--- config.mk ---
export PLATFORM = sky130hd
export DESIGN_NAME = writeback_tracker
export DESIGN_NICKNAME = d
export VERILOG_FILES = /design/src/rtl/pipe_pkg.sv /design/src/rtl/dest_stage_reg.sv /design/src/rtl/writeback_tracker.sv
export SDC_FILE = /design/constraint.sdc
export NUM_CORES = 1
export LEC_CHECK = 0
export ABC_CLOCK_PERIOD_IN_PS = 4400
export CAP_MARGIN = 10
export CORE_MARGIN = 1.5
export CORE_UTILIZATION = 38
export CTS_BUF_LIST = sky130_fd_sc_hd__clkbuf_4
export DETAILED_ROUTE_END_ITERATION = 10
export GPL_TIMING_DRIVEN = 0
export PLACE_DENSITY = 0.67
export SYNTH_ARGS = -nofsm -noshare
export SYNTH_HDL_FRONTEND = slang
export SYNTH_HIERARCHICAL = 1
export SYNTH_SLANG_ARGS = --single-unit
export TNS_END_PERCENT = 20
--- constraint.sdc ---
create_clock -name clk -period 4.4 [get_ports clk]
set_clock_uncertainty 0.1 [all_clocks]
set_input_delay 0.66 -clock clk [delete_from_list [all_inputs] [get_ports clk]]
set_output_delay 0.66 -clock clk [all_outputs]
set_load 0.01 [all_outputs]
--- src/rtl/pipe_pkg.sv ---
// Shared types for destination-register tracking: stage tag layout, bubble value, R15 index.
package pipe_pkg;

  localparam int unsigned REG_AW   = 4;
  localparam int unsigned NUM_REGS = 16;

  typedef logic [REG_AW-1:0] reg_addr_t;

  localparam reg_addr_t PC_REG = 4'd15;

  typedef struct packed {
    logic      regwrite;
    logic      memtoreg;
    reg_addr_t wa;
  } dest_tag_t;

  localparam dest_tag_t BUBBLE_TAG = '{regwrite: 1'b0, memtoreg: 1'b0, wa: 4'd0};

  // One-hot of the register a tag will write; bubbles map to zero.
  function automatic logic [NUM_REGS-1:0] dest_mask(input dest_tag_t t);
    logic [NUM_REGS-1:0] m;
    m = '0;
    if (t.regwrite) m[t.wa] = 1'b1;
    return m;
  endfunction

endpackage

--- src/rtl/dest_stage_reg.sv ---
// One pipeline-stage destination tag: synchronous clear to bubble wins over hold.
module dest_stage_reg
  import pipe_pkg::*;
(
  input  logic      clk,
  input  logic      clr_i,
  input  logic      hold_i,
  input  dest_tag_t tag_i,
  output dest_tag_t tag_o
);

  dest_tag_t tag_q;

  always_ff @(posedge clk) begin
    if (clr_i) begin
      tag_q <= BUBBLE_TAG;
    end else if (!hold_i) begin
      tag_q <= tag_i;
    end
  end

  assign tag_o = tag_q;

endmodule

--- src/rtl/writeback_tracker.sv ---
// Tracks in-flight register destinations E/M/W, memory-wait stall and a sticky wait timeout.
// Optional PC_HAZARD_EN: drives pc_pending from in-flight writes to R15; otherwise tied low.
module writeback_tracker
  import pipe_pkg::*;
#(
  parameter int unsigned MEM_TIMEOUT = 255
) (
  input  logic        clk,
  input  logic        reset,
  input  logic [3:0]  WA3D,
  input  logic        RegWriteD,
  input  logic        MemtoRegD,
  input  logic        StallD,
  input  logic        FlushE,
  input  logic        MemReadyM,
  output logic [3:0]  WA3E,
  output logic [3:0]  WA3M,
  output logic [3:0]  WA3W,
  output logic        RegWriteE,
  output logic        RegWriteM,
  output logic        RegWriteW,
  output logic        MemtoRegE,
  output logic        MemtoRegM,
  output logic        mem_stall,
  output logic [15:0] pending,
  output logic        pc_pending,
  output logic        mem_timeout
);

  localparam int unsigned     CNT_W       = 8;
  localparam logic [CNT_W-1:0] TIMEOUT_CNT = CNT_W'(MEM_TIMEOUT);

  dest_tag_t tag_d;
  dest_tag_t tag_e_q;
  dest_tag_t tag_m_q;
  dest_tag_t tag_w_q;

  logic             clr_e;
  logic             clr_w;
  logic [CNT_W-1:0] cnt_d;
  logic [CNT_W-1:0] cnt_q;
  logic             timeout_d;
  logic             timeout_q;

  assign tag_d     = '{regwrite: RegWriteD, memtoreg: MemtoRegD, wa: WA3D};
  assign mem_stall = tag_m_q.regwrite & tag_m_q.memtoreg & ~MemReadyM;

  // A waiting load keeps Execute alive even under FlushE; Writeback gets bubbles so the load writes once.
  assign clr_e = reset | (~mem_stall & (FlushE | StallD));
  assign clr_w = reset | mem_stall;

  dest_stage_reg u_stage_e (
    .clk    (clk),
    .clr_i  (clr_e),
    .hold_i (mem_stall),
    .tag_i  (tag_d),
    .tag_o  (tag_e_q)
  );

  dest_stage_reg u_stage_m (
    .clk    (clk),
    .clr_i  (reset),
    .hold_i (mem_stall),
    .tag_i  (tag_e_q),
    .tag_o  (tag_m_q)
  );

  dest_stage_reg u_stage_w (
    .clk    (clk),
    .clr_i  (clr_w),
    .hold_i (1'b0),
    .tag_i  (tag_m_q),
    .tag_o  (tag_w_q)
  );

  // Saturating wait counter; the flag sets on the edge the count reaches the limit.
  always_comb begin
    cnt_d     = '0;
    timeout_d = timeout_q;
    if (mem_stall) begin
      cnt_d = (cnt_q == TIMEOUT_CNT) ? cnt_q : cnt_q + CNT_W'(1);
    end
    if (cnt_d == TIMEOUT_CNT) begin
      timeout_d = 1'b1;
    end
  end

  always_ff @(posedge clk) begin
    if (reset) begin
      cnt_q     <= '0;
      timeout_q <= 1'b0;
    end else begin
      cnt_q     <= cnt_d;
      timeout_q <= timeout_d;
    end
  end

  assign WA3E        = tag_e_q.wa;
  assign WA3M        = tag_m_q.wa;
  assign WA3W        = tag_w_q.wa;
  assign RegWriteE   = tag_e_q.regwrite;
  assign RegWriteM   = tag_m_q.regwrite;
  assign RegWriteW   = tag_w_q.regwrite;
  assign MemtoRegE   = tag_e_q.memtoreg;
  assign MemtoRegM   = tag_m_q.memtoreg;
  assign mem_timeout = timeout_q;

  assign pending = dest_mask(tag_e_q) | dest_mask(tag_m_q) | dest_mask(tag_w_q);

`ifdef PC_HAZARD_EN
  assign pc_pending = pending[PC_REG];
`else
  assign pc_pending = 1'b0;
`endif

endmodule

=== After elaboration in Yosys (flattened, before gate mapping) ===
Index checks and enable logic that the tools add are counted.

* Magnitude comparators: 6
* Multiplexer cells: 11
* Equality and inequality tests: 2
* Reduce and logical (&&, ||, !) cells: 3
* Div/mod/pow operators: 0
* Shift operators: 0
* Multiply operators: 0
* Add/subtract/negate cells: 1
* Bitwise operators: 10

{| class="wikitable"
|+ Operators by type and width
! operator !! count
|-
| 2-to-1 mux 16 bit || 3
|-
| bitwise OR 16 bit || 2
|-
| equality test 8 bit (second input constant) || 2
|-
| 2-to-1 mux 8 bit || 2
|-
| less-than comparator 4 x 5 -> 1 bit (second input constant) || 3
|-
| demux 1 bit (select 4 bit) || 3
|-
| greater-or-equal comparator 4 x 1 -> 1 bit (second input constant) || 3
|-
| adder 8 x 1 -> 8 bit (second input constant) || 1
|-
| AND 1 bit || 3
|-
| logical AND 1 bit || 3
|-
| 2-to-1 mux 1 bit || 3
|-
| bitwise OR 1 bit || 3
|-
| NOT 1 bit || 2
|}

* Latch bits: 0
* Bits in registers: 26
* Output and inout port bits: 36
* ROM bits: 0
* Bits in writable memories: 0
* Memories: 0

=== Depth between registers and ports, before layout ===
Gate-level depths: netlist of the first run.

* Word-level depth: 7
* Gate-level depth with buffers: 6

=== Hierarchy ===
Netlist of the first run, hierarchy kept.

{| class="wikitable"
|+ By module, submodules not included
! module !! area each (um^2) !! cells each !! instances
|-
| writeback_tracker || 948.4 || 143 || 1
|-
| dest_stage_reg || 214.0 || 19 || 3
|}

=== Worst setup path after synthesis of the first run ===
No wires, ideal clock.

* Path kind: reg2out
* From: register u_stage_m.tag_q (netlist bit u_stage_m/tag_o[3])
* To: output pending[4]
* Cell stages (with the launch flop): 4
* Required time: 3.640 ns
* Data arrival time: 1.081 ns
* Path slack: 2.559 ns
* Buffers on the path: 0
* Cells stage by stage: dfxtp_1 and3b_1 a222oi_1 inv_1

* Word-level cells in the longest chain between the ends: 7

{| class="wikitable"
|+ RTL lines
! item !! RTL line !! source
|-
| start: declaration || dest_stage_reg.sv:12 || <nowiki>dest_tag_t tag_q;</nowiki>
|-
| start signal: assignment || dest_stage_reg.sv:18 || <nowiki>tag_q <= tag_i;</nowiki>
|-
| less-than comparator 4 x 5 -> 1 bit (not written as such) / greater-or-equal comparator 4 x 1 -> 1 bit (equally long branches) || pipe_pkg.sv:23 || <nowiki>if (t.regwrite) m[t.wa] = 1'b1;</nowiki>
|-
| logical AND 1 bit (not written as such) || pipe_pkg.sv:23 ||
|-
| 2-to-1 mux 1 bit (not written as such) || pipe_pkg.sv:23 ||
|-
| demux 1 bit (select 4 bit) (*) || pipe_pkg.sv:23 ||
|-
| 2-to-1 mux 16 bit (*) || pipe_pkg.sv:23 ||
|-
| bitwise OR 16 bit (*) (2 in a row) || writeback_tracker.sv:108 || <nowiki>assign pending = dest_mask(tag_e_q) | dest_mask(tag_m_q) | dest_mask(tag_w_q);</nowiki>
|-
| end: declaration || writeback_tracker.sv:25 || <nowiki>output logic [15:0] pending,</nowiki>
|}

Mark *: on every way between the ends. The rest lies on a longest branch, timed or not.

=== Worst setup path after layout of the first run ===
* From: register u_stage_e.tag_q (netlist bit u_stage_e/tag_o[5])
* To: output pending[0]

* Word-level cells in the longest chain between the ends: 3

{| class="wikitable"
|+ RTL lines
! item !! RTL line
|-
| start: declaration || dest_stage_reg.sv:12
|-
| start signal: assignment || dest_stage_reg.sv:18
|-
| 2-to-1 mux 16 bit || pipe_pkg.sv:23
|-
| bitwise OR 16 bit (2 in a row) || writeback_tracker.sv:108
|}

No other way between the ends.

==> metrics.yaml, run 1 <==
critPathArrivalTime_ns: 2.25
antenna_cells: 0
syn_inst: 197
path_class: "reg -> out"
netlist_area_mm2: 0.00156
period_share_pct: 68.3
irDropWorstVdd_mv: 0.118
start_kind: "register"
pin_count: 47
worstSkewPairLatency_ns: 0.32
cts_tree: "built"
cts_htree_levels: 1
cp_max_fo: 7
hpwl_um: 2880
setup_tns_ns: 0
rsz0062_at_grt: "false"
port_buffers: 45
syn2layout_area_growth_pct: 34.9
nNetsFinal: 260
die_y_um: 67
die-area_mm2: 0.00449
grt_pass1_wl_um: 6560
overflow: 0
coreArea_mm2: 0.00397
start_util_pct: 39.2
slew_viol_final: 0
final_core_util_pct: 52.9
leakagePower_nw: 0.841
setup_viol_count_final: 0
first_pass_iters: 5
yosysWarnings: 6
fp-row-count: 23
slew_headroom_pct: 53.6
vias_per_cell: 5.43
crit_chain: "nor3b_1, a22oi_1, nand2_1, clkdlybuf4s50_1"
ff_latch_area_um2: 520
required_ns: 3.64
cts_hold_buf: 0
cts.repair.resized: 0
ant_nets: 0
post-route-min-period_ns: 3.01
cts_buffers: 3
hold_viol_final: 0
grt_pass1_vias: 1453
min_path_type: "reg -> reg"
max_freq_ghz: 0.333
status: "finished, final reports clean"
postCtsSetupBuffers: 0
crit_path_top_delay_cell: "nor3b_1"
drive_above_1_share_pct: 5.26
antenna_found_initial: 0
cts_root_buf: "clkbuf_4"
maxCapViolCount: 0
grt_max_degree: 15
clk_pin_slew_ns: 0.13
wl_per_cell_um: 13.2
power.density_mw_per_mm2: 179
place_congestion: 0.847
multi_input_area_um2: 965
dp_cells: 293
fp.dieW_um: 67
wirelength_um: 3940
end_kind: "output port"
drc: 0
track_usage_pct: 18.9
num-fill-cells: 402
cts_max_path_buffers: 2
cpLargestDelayFamily: "simple AND/OR/NAND/NOR gates"
critPathMaxStageDelay_ns: 0.62
clkSinkCount: 26
path_buf_inv: 1
num_vias: 1612
fin_cells: 297
drtIter0Drc: 154
avgSynthCellArea_um2: 7.90
tightest_slew_ns: 0.694
[worst min-delay path: stages (launching register included)]
cell     delay, ns
dfxtp_1       0.35
mux2i_1       0.13
nor2_1        0.05
[where the power goes]
part | internal [mW] | switching (mW)
Sequential | 0.238 | 0.00551
Combinational | 0.0198 | 0.0127
Clock | 0.0332 | 0.0669
Total | 0.291 | 0.0852
[placed cells by master, fill, tap and decap left out, types with 4 or more instances in the layout]
master / instances
mux2i_1: 18
nand3_1: 19
and3_1: 4
nor2_1: 26
dfxtp_1: 26
clkdlybuf4s50_1: 45
a21oi_1: 4
a22oi_1: 11
a31oi_1: 4
nor2b_1: 7
nand2_1: 28
[through the flow]
step	area [um2]	setup WS (ns)	power (mW)	hold slack, ns
2_1_floorplan	1560	2.56	0.262	0.400
5_1_grt	2100	1.31	0.396	0.507
6_report	2100	1.39	0.376	0.450
4_1_cts	2100	1.46	0.381	0.459
3_5_place_dp	2070	1.62	0.281	0.423
3_3_place_gp	2070	1.61	0.281	0.423
[flip-flops by register name (all words and copies together) (netlist names)]
signal and flops:
u_stage_w/tag_o 5, u_stage_e/tag_o 6, mem_timeout 1, cnt_q 8
u_stage_m/tag_o 6
[routing by layer]
metal  vias up  wire length (um)  share of wire (%)  GRT usage, %
met5         -                 0                  0             0
met4         0                40                1.0          6.63
met3         2               166                4.2          2.87
met2        60              1800                 46          30.4
met1       746              1930                 49          25.5
li1        804                 -                  -             -
[path summary, 6_finish.rpt]
| check | start | end | slack, ns | depth (start not counted) |
|---|---|---|---|---|
| worst min register to register | u_stage_e/tag_o[4] | u_stage_e/tag_o[4] | 0.45 | 2 |
| worst min-delay path | u_stage_e/tag_o[4] | u_stage_e/tag_o[4] | 0.45 | 2 |
| worst max-delay path | u_stage_e/tag_o[5] | pending[0] | 1.39 | 4 |
| worst max register to register | cnt_q[1] | mem_timeout | 2.50 | 5 |
[layout make-up]
type / count / share of cell area, %
well taps: 50 / 2.98
plain buffers: 9 / 3.04
inverters: 3 / 0.536
multi-input cells: 160 / 45.9
flip-flops and latches: 26 / 24.8
clock buffers: 3 / 1.07
clock inverters: 1 / 0.179
repair buffers: 45 / 21.5
(Power assumes the default switching activity.)
==> run 2: changes to the inputs <==
--- a/config.mk
+++ b/config.mk
@@ -5,14 +5,14 @@
 export SDC_FILE = /design/constraint.sdc
 export NUM_CORES = 1
 export LEC_CHECK = 0
-export ABC_CLOCK_PERIOD_IN_PS = 4400
+export ABC_CLOCK_PERIOD_IN_PS = 2600
 export CAP_MARGIN = 10
 export CORE_MARGIN = 1.5
 export CORE_UTILIZATION = 38
 export CTS_BUF_LIST = sky130_fd_sc_hd__clkbuf_4
 export DETAILED_ROUTE_END_ITERATION = 10
 export GPL_TIMING_DRIVEN = 0
-export PLACE_DENSITY = 0.67
+export PLACE_DENSITY = 0.69
 export SYNTH_ARGS = -nofsm -noshare
 export SYNTH_HDL_FRONTEND = slang
 export SYNTH_HIERARCHICAL = 1
==> constraint.sdc (replaced) <==
create_clock -name clk -period 2.6 [get_ports clk]
set_clock_uncertainty 0.1 [all_clocks]
set_input_delay 0.39 -clock clk [delete_from_list [all_inputs] [get_ports clk]]
set_output_delay 0.39 -clock clk [all_outputs]
set_load 0.01 [all_outputs]
==> metrics.yaml, run 2 (same netlist as run 1, synthesis figures left out) <==
status: "finished, final reports clean"  # unchanged
pwr-share-clk_pct: 37.3  # was 26.6%
min_path_type: "reg -> reg"  # unchanged
clk_pin_slew_ns: 0.14  # was 0.13 ns
path_buf_inv: 2  # was 1
end_kind: "output port"  # unchanged
leakagePower_nw: 0.867  # was 0.841 nW
die_y_um: 67  # unchanged
syn2layout_area_growth_pct: 37.5  # was 34.9%
num-fill-cells: 412  # was 402
num_vias: 1582  # was 1612
cts_buffers: 3  # unchanged
wl_per_cell_um: 13.2  # about the same
post-route-min-period_ns: 2.47
fp.dieW_um: 67  # unchanged
fin_cells: 297  # unchanged
worstSkewPairLatency_ns: 0.32  # about the same
regMostFlops: "cnt_q"  # unchanged
placed_area_mm2: 0.00207  # unchanged
fp-row-count: 23  # unchanged
crit_path_top_delay_cell: "dfxtp_1"  # was nor3b_1
pin_count: 47  # unchanged
drc: 0  # unchanged
maxCapViolCount: 0  # unchanged
cp_max_fo: 7  # unchanged
postCtsSetupBuffers: 0  # unchanged
critPathMaxStageDelay_ns: 0.48  # was 0.62 ns
ff_latch_area_um2: 520  # unchanged
required_ns: 2.11  # was 3.64 ns
final_cell_mix: "clkdlybuf4s50_1 (45), nand2_1 (28), nor2_1 (26), dfxtp_1 (26), nand3_1 (19)"  # unchanged
clkSinkCount: 26  # unchanged
period_share_pct: 95.0
timing.hold.ws_ns: 0.436  # was 0.450 ns
rsz0062_at_grt: "false"  # unchanged
crit_chain: "and3b_1, a222oi_1, inv_1, clkdlybuf4s50_1"  # was nor3b_1, a22oi_1, nand2_1, clkdlybuf4s50_1
slew_viol_final: 0  # unchanged
drtIter0Drc: 116  # was 154
setup_tns_ns: 0  # unchanged
hpwl_um: 2840  # was 2880 um
power.density_mw_per_mm2: 349  # was 179 mW/mm2
antenna_cells: 0  # unchanged
largest_reg_flops: 8  # unchanged
grt_max_degree: 16  # was 15
irDropWorstVdd_mv: 0.286  # was 0.118 mV
start_kind: "register"  # unchanged
max_freq_ghz: 0.405
antenna_found_initial: 0  # unchanged
final_common_cell: "clkdlybuf4s50_1"  # unchanged
drive_above_1_share_pct: 6.88  # was 5.26%
p_seq_share_pct: 55.3  # was 64.8%
grt_pass1_vias: 1426  # was 1453
cts_htree_levels: 1  # unchanged
grt_pass1_wl_um: 6470  # was 6560 um
dp_cells: 293  # unchanged
cts_tree: "built"  # unchanged
nNetsFinal: 260  # unchanged
path_class: "reg -> out"  # unchanged
critPathArrivalTime_ns: 1.98  # was 2.25 ns
internal_power_mw: 0.593  # was 0.291 mW
ant_nets: 0  # unchanged
design_area_mm2: 0.00214  # was 0.00210 mm2
port_buffers: 45  # unchanged
setup_viol_count_final: 0  # unchanged
overflow: 0  # unchanged
place_congestion: 0.891  # was 0.847
cts_max_path_buffers: 2  # unchanged
cts_root_buf: "clkbuf_4"  # unchanged
track_usage_pct: 18.6  # was 18.9%
start_util_pct: 39.2  # unchanged
cts_hold_buf: 0  # unchanged
die-area_mm2: 0.00449  # unchanged
finalWorstSetupSlack_ns: 0.129  # was 1.39 ns
switching_share_pct: 20.6  # was 22.6%
vias_per_cell: 5.33  # was 5.43
switchingPower_mw: 0.154  # was 0.0852 mW
wirelength_um: 3920  # was 3940 um
multi_input_area_um2: 980  # was 965 um2
combPwrFrac_pct: 7.4  # was 8.6%
final_core_util_pct: 53.9  # was 52.9%
first_pass_iters: 4  # was 5
cpLargestDelayFamily: "buffers and inverters"  # was simple AND/OR/NAND/NOR gates
coreArea_mm2: 0.00397  # unchanged
place_ws_ns: 0.337  # was 1.62 ns
total_power_mw: 0.746  # was 0.376 mW
hold_viol_final: 0  # unchanged
==> run 2: cell count changes in the layout (fill, tap and decap cells not counted) <==
cell	before	now
bufinv_16	0	1
clkinv_1	1	0
nor3b_2	0	3
nor3b_1	3	0
==> run 2: power by group through the flow <==
stage | clock [mW] | combinational [mW] | sequential [mW]
final | 0.278 | 0.0552 | 0.413
after global placement | 0 | 0.0546 | 0.421
after floorplan | 0 | 0.0222 | 0.420
after global routing | 0.303 | 0.0604 | 0.414
after detailed placement | 0 | 0.0549 | 0.421
after CTS | 0.287 | 0.0551 | 0.413
==> run 2: area by class of cell <==
cell class,count,share of cell area (%)
well taps,50,2.92
repair buffers,45,21.0
flip-flops and latches,26,24.3
multi-input cells,160,45.8
inverters,3,0.526
clock buffers,3,1.05
plain buffers,9,2.98
clock inverters,1,1.40
==> run 2: per-layer routing <==
layer  track usage, %  part of all wire [%]
met5                0                     0
met4             7.65                  0.97
met3             2.70                   5.1
met2             26.5                    45
met1             27.4                    49
==> run 2: tightest hold or removal path: cells and delay by family, from the launching register on <==
kind | cells | cell delay [ns]
AND/OR/NAND/NOR | 1 | 0.07
flip-flops | 1 | 0.37
multiplexers | 1 | 0.07
==> run 2: worst paths after layout <==
kind,endpoint,depth (start not counted),startpoint,slack (ns)
worst min register to register,u_stage_m/tag_o[4],2,u_stage_e/tag_o[4],0.44
worst min-delay path,u_stage_m/tag_o[4],2,u_stage_e/tag_o[4],0.44
worst max-delay path,pending[4],4,u_stage_m/tag_o[3],0.13
worst max register to register,mem_timeout,5,cnt_q[1],0.71
==> run 2: repair_timing <==
item | CTS | global route
cloned | 0 | 0
resized for setup | 2 | 1
setup endpoints to repair | 4 | 4
